===== src/rtl/esm_pkg.sv =====
// Shared constants and helpers for the ESM pipeline stages.
package esm_pkg;

  localparam int ESM_BS = 16;
  localparam int ESM_DW = 32;

  // Slot index width; a one-slot buffer still gets a 1-bit index.
  function automatic int esm_iw(input int bs);
    return (bs < 2) ? 1 : $clog2(bs);
  endfunction

endpackage


===== src/rtl/esm_lowest_free_enc.sv =====
// Combinational priority encoder: index of the lowest set bit of a free mask.
module esm_lowest_free_enc
  import esm_pkg::*;
#(
  parameter int BS = ESM_BS,
  localparam int IW = esm_iw(BS)
) (
  input  logic [BS-1:0] free_mask,
  output logic [IW-1:0] index,
  output logic          any_free
);

  always_comb begin
    index = '0;
    // Scan downward so the lowest set bit wins.
    for (int i = BS - 1; i >= 0; i--) begin
      if (free_mask[i]) index = IW'(i);
    end
  end

  assign any_free = |free_mask;

endmodule


===== src/rtl/esm_candidate_buffer.sv =====
// Slot buffer publishing an occupancy mask as the mapping stage's candidate list;
// a selected slot is emitted on a valid/ready output and then freed.
module esm_candidate_buffer
  import esm_pkg::*;
#(
  parameter int BS = ESM_BS,
  parameter int DW = ESM_DW,
  localparam int IW = esm_iw(BS)
) (
  input  logic          clk,
  input  logic          rst,
  input  logic          in_valid,
  output logic          in_ready,
  input  logic [DW-1:0] in_data,
  input  logic          sel_valid,
  input  logic [IW-1:0] sel_index,
  output logic          out_valid,
  input  logic          out_ready,
  output logic [DW-1:0] out_data,
  output logic [BS-1:0] cand_list,
  output logic [IW:0]   occupancy,
  output logic          full,
  output logic          empty,
  output logic          sel_err
);

  logic [DW-1:0] mem [BS];

  logic [IW-1:0] wr_index;
  logic          any_free;
  logic          wr_fire;
  logic          rd_accept;
  logic          sel_in_range;
  logic          sel_occupied;
  logic          rd_fire;
  logic          err_next;
  logic [BS-1:0] cand_next;
  logic [IW:0]   occ_next;
  logic          out_valid_next;

  esm_lowest_free_enc #(.BS(BS)) u_free_enc (
    .free_mask (~cand_list),
    .index     (wr_index),
    .any_free  (any_free)
  );

  assign in_ready = !full;

  always_comb begin
    wr_fire        = in_valid && !full && any_free;
    rd_accept      = sel_valid && (!out_valid || out_ready);
    sel_in_range   = ({1'b0, sel_index} < (IW+1)'(BS));
    sel_occupied   = sel_in_range && cand_list[sel_index];
    rd_fire        = rd_accept && sel_occupied;
    err_next       = rd_accept && !sel_occupied;

    // Write slot comes from the pre-read mask, so it never collides with the read slot.
    cand_next = cand_list;
    if (wr_fire) cand_next[wr_index] = 1'b1;
    if (rd_fire) cand_next[sel_index] = 1'b0;

    occ_next = occupancy + (IW+1)'(wr_fire) - (IW+1)'(rd_fire);

    out_valid_next = out_valid;
    if (rd_fire) out_valid_next = 1'b1;
    else if (out_ready) out_valid_next = 1'b0;
  end

  always_ff @(posedge clk) begin
    if (wr_fire) mem[wr_index] <= in_data;
  end

  always_ff @(posedge clk or posedge rst) begin
    if (rst) begin
      cand_list <= '0;
      occupancy <= '0;
      full      <= 1'b0;
      empty     <= 1'b1;
      out_valid <= 1'b0;
      out_data  <= '0;
      sel_err   <= 1'b0;
    end else begin
      cand_list <= cand_next;
      occupancy <= occ_next;
      full      <= (occ_next == (IW+1)'(BS));
      empty     <= (occ_next == '0);
      out_valid <= out_valid_next;
      if (rd_fire) out_data <= mem[sel_index];
      sel_err   <= err_next;
    end
  end

endmodule


===== config.mk =====
export PLATFORM = sky130hd
export DESIGN_NAME = esm_candidate_buffer
export DESIGN_NICKNAME = d
export VERILOG_FILES = /design/src/rtl/esm_pkg.sv /design/src/rtl/esm_lowest_free_enc.sv /design/src/rtl/esm_candidate_buffer.sv
export SDC_FILE = /design/constraint.sdc
export NUM_CORES = 1
export LEC_CHECK = 0
export ABC_CLOCK_PERIOD_IN_PS = 16740
export BUFFER_PORTS_ARGS = -buffer_cell sky130_fd_sc_hd__buf_2
export CAP_MARGIN = 20
export CORE_MARGIN = 2
export CORE_UTILIZATION = 30
export DETAILED_ROUTE_END_ITERATION = 6
export GPL_TIMING_DRIVEN = 0
export SLEW_MARGIN = 20
export SYNTH_ARGS = -nofsm -noshare
export SYNTH_HDL_FRONTEND = slang
export SYNTH_SLANG_ARGS = --single-unit
export TNS_END_PERCENT = 5

===== constraint.sdc =====
create_clock -name clk -period 16.74 [get_ports clk]
set_clock_uncertainty 0.2 [all_clocks]
set_input_delay 0.837 -clock clk [delete_from_list [all_inputs] [get_ports clk]]
set_output_delay 0.837 -clock clk [all_outputs]
set_load 0.01 [all_outputs]

==> tab_implementation.tex <==
\begin{tabular}{lr}
\hline
Metric & Value \\
\hline
\multicolumn{2}{l}{\textbf{Synth}} \\
\quad Number of nets in the synthesized netlist & 1073 \\
\quad Post-synthesis register bit count & 569 \\
\quad Share of async-settable or async-resettable flops after synthesis & 10.0\% \\
\quad Post-synth top flop & edfxtp\_1 \\
\quad EDFF count, synth & 512 \\
\quad Cell Area, Synth & 21900 sq um \\
\quad Synthesis warning total & 0 \\
\quad Library cells used by synthesis & 47 \\
\quad Sequential-to-total area share from yosys stat & 76.8\% \\
\quad Mean cell area of the mapped netlist & 21.3 sq um \\
\quad Post-Synthesis Cells & 1026 \\
\multicolumn{2}{l}{\textbf{Worst hold path}} \\
\quad Destination of the worst hold path & out\_data[20]\$\_DFFE\_PP0P\_ \\
\quad HP Class & register to register \\
\quad Startpoint of the most critical hold path & out\_data[20]\$\_DFFE\_PP0P\_ \\
\quad Min-Delay Path Depth & 1 \\
\multicolumn{2}{l}{\textbf{Global routing}} \\
\quad Largest net degree at the start of global routing & 40 \\
\quad Global-route wire length before repair & 76700 um \\
\quad Initial antenna violation count & 4 \\
\quad Global-route congestion overflow total & 0 \\
\quad Overall track demand over capacity in global routing & 13.9\% \\
\quad Via count of the first global-routing pass & 11500 \\
\multicolumn{2}{l}{\textbf{Worst setup path}} \\
\quad Highest cell delay on the worst timing path & 0.57 ns \\
\quad Path depth of the worst reg2reg path & 15 \\
\quad Slack of the worst reg-to-reg path & 12.74 ns \\
\quad Worst R2R End & full\$\_DFF\_PP0\_ \\
\quad Worst-path cell chain & buf\_2, buf\_2, and2\_1, a22oi\_1, nand3\_1, o21a\_1, buf\_2, buf\_2, inv\_1, ha\_1, inv\_1, ha\_1, inv\_1, fa\_1, inv\_1, or4\_1, nor2b\_1 \\
\quad Buffers and inverters on the worst path & 8 \\
\quad Crit path required time & 17.07 ns \\
\quad Critical-path cell with the highest stage delay & or4\_1 \\
\quad Critical-path maximum fanout & 10 \\
\quad Arr. time, crit path & 4.57 ns \\
\quad Critical path startpoint category & input pin \\
\quad Type of the setup path with the least slack & input pin to register \\
\quad Endpoint class of the critical path & register \\
\quad Delay-heaviest family, CP & buffers and inverters \\
\quad RR Startpoint & cand\_list[2]\$\_DFF\_PP0\_ \\
\multicolumn{2}{l}{\textbf{Status}} \\
\quad Status & complete, no violations \\
\multicolumn{2}{l}{\textbf{Layout}} \\
\quad Commonest non-fill, non-tap cell in the layout & edfxtp\_1 \\
\quad Most frequent cells in the layout & edfxtp\_1 (512), buf\_2 (145), mux4\_2 (129) \\
\quad Share of post-route cells with drive strength above 1 & 32.3\% \\
\quad Final Core Density & 35.9\% \\
\quad Filler instances & 6750 \\
\quad Area growth from synthesis to final layout & 19.2\% \\
\quad Count of nets after finishing & 1286 \\
\multicolumn{2}{l}{\textbf{Timing}} \\
\quad Unrepaired setup endpoints after global routing & false \\
\quad Part of the cycle the worst path needs & between 20\% and 30\% \\
\quad Fmax & 0.236 GHz \\
\quad Tightest slew margin relative to the limit & 26.6\% \\
\quad Time the final worst path needs with I/O delays and setup & 4.24 ns \\
\quad Count of final hold-check violations & 0 \\
\quad Max-slew violation count & 0 \\
\quad Setup-failing EPs final & 0 \\
\quad Worst hold slack across all endpoints & 0.285 ns \\
\quad Tightest Pin Transition & 1.09 ns \\
\quad Fin Setup TNS & 0 ns \\
\multicolumn{2}{l}{\textbf{CTS}} \\
\quad Buffers inserted by post-CTS timing repair & 0 \\
\quad Clock root buffer & clkbuf\_16 \\
\quad Clock latency on the worst-skew pair & 0.60 ns \\
\quad Number of hold-repair buffers added at the cts stage & 1 \\
\quad Clock transition at the registers of the reported paths & 0.06 ns \\
\quad Max clock buf depth & 3 \\
\quad Number of clock buffers inserted by TritonCTS & 54 \\
\quad Number of H-tree levels & 2 \\
\quad Cts repair resizes & 0 \\
\quad Clock sink count & roughly 570 \\
\quad CTS tree & built \\
\multicolumn{2}{l}{\textbf{Place}} \\
\quad Port bufs & 96 \\
\quad Half-perimeter wire length after detailed placement & 35700 um \\
\quad RePlAce Congestion & 0.811 \\
\multicolumn{2}{l}{\textbf{Route}} \\
\quad Post-Route WL & 51500 um \\
\quad Routed wirelength normalized by instance count & 23.0 um \\
\quad Avg Vias per Cell & 4.82 \\
\quad Number of DRC violations after detailed routing & 0 \\
\quad Detailed Route Iter0 Violations & $\sim$870 \\
\quad Via count & 10800 \\
\quad Detailed-router iteration count before antenna repair & 5 \\
\quad Post-route antenna net violation count & 0 \\
\multicolumn{2}{l}{\textbf{Floorplan}} \\
\quad Die height & 274 um \\
\quad Number of top-level pins & 99 \\
\quad Die footprint & 75100 sq um \\
\quad Floorplan row count & roughly 100 \\
\quad CORE AREA & 72600 sq um \\
\quad Effective utilization at floorplan & 30.2\% \\
\quad Die W & 274 um \\
\multicolumn{2}{l}{\textbf{Run}} \\
\quad Number of maximum-capacitance constraint violations & 0 \\
\multicolumn{2}{l}{\textbf{Pwr}} \\
\quad Areal power density over the cells & 149 nW/um\^{}2 \\
\quad Worst vdd rail ir drop & 0.0000700 V \\
\quad Leakage power summed over all cells & 8.77 nW \\
\hline
\end{tabular}
==> flip-flops by register name, indices dropped and copies added, names as in the netlist <==
signal,cells
mem,512
cand_list,16
sel_err,1
out_data,32
empty,1
full,1
out_valid,1
occupancy,5
==> through the flow <==
step                cell area, sq um  std cells  power (mW)  worst slack (ns)
detailed placement             24200       2141        2.67             11.85
CTS                            26100       2242        3.93             12.46
finish                         26100       2245        3.89             12.50
global route                   26100       2244        4.05             12.28
global placement               23600       2081        2.59              6.19
floorplan                      21900       1026        2.31             11.04
==> layout make-up <==
cell class	instances	area [sq um]	share of cell area, %
Inverter	18	70.1	0.269
Clock inverter	30	360	1.38
Clock buffer	70	1480	5.68
Timing Repair Buffer	157	1030	3.97
Buffer	51	224	0.859
Antenna cell	3	7.51	0.0288
Sequential cell	569	16800	64.4
Multi-Input combinational cell	388	4900	18.8
Tap cell	959	1200	4.60
==> synth_stat cells (3+ instances only) <==
cell / n / share of area, %
mux2_2: 4 / 0.21
a21oi_1: 3 / 0.069
edfxtp_1: 512 / 70
a22oi_1: 67 / 2.3
nor3_1: 6 / 0.14
nor2b_1: 7 / 0.20
and2_1: 8 / 0.23
and3_1: 3 / 0.086
mux4_2: 129 / 13
nand3_1: 3 / 0.069
buf_1: 5 / 0.086
nand2_1: 50 / 0.86
inv_1: 18 / 0.31
ha_1: 5 / 0.29
a21o_1: 4 / 0.14
clkbuf_1: 22 / 0.38
mux2i_1: 8 / 0.37
mux2_1: 28 / 1.4
nand4_1: 4 / 0.11
dfrtp_1: 56 / 6.4
a2bb2oi_1: 6 / 0.24
xnor2_1: 4 / 0.16
nor2_1: 13 / 0.22
buf_2: 23 / 0.53
o22a_1: 5 / 0.20
nand2b_1: 4 / 0.11
==> metal layers <==
layer / routed length [um] / global-route usage [%] / part of all wire, %
met5: 13 / 0 / 0.025
met4: 1230 / 4.51 / 2.4
met3: 2610 / 2.19 / 5.1
met2: 27200 / 25.1 / 53
met1: 20500 / 17.0 / 40
==> report_power, final <==
part | switching, mW | leakage (nW) | internal, mW
Sequential | 0.0830 | 5.30 | 1.81
Clock | 0.513 | 0.890 | 0.747
Combinational | 0.453 | 2.58 | 0.284
==> worst max path at each step <==
stage	end	start	slack [ns]	cells past startpoint
finish	full$_DFF_PP0_	sel_index[1]	12.50	17
global route	full$_DFF_PP0_	sel_index[1]	12.28	17
CTS	full$_DFF_PP0_	sel_index[1]	12.46	17
detailed placement	full$_DFF_PP0_	sel_index[1]	11.85	17
global placement	mem[12][28]$_DFFE_PP_	in_valid	6.19	5
floorplan	mem[12][0]$_DFFE_PP_	in_valid	11.04	4
==> cells by family after synthesis <==
| family | synth area share [%] |
|---|---|
| xor+xnor | 0.160 |
| compound gates | 3.78 |
| mux | 15.3 |
| buf+inv | 1.33 |
| simple gates | 2.31 |
| flops | 76.8 |
| fa+ha+maj | 0.377 |
No activity file was read; power rests on OpenSTA's default activity.
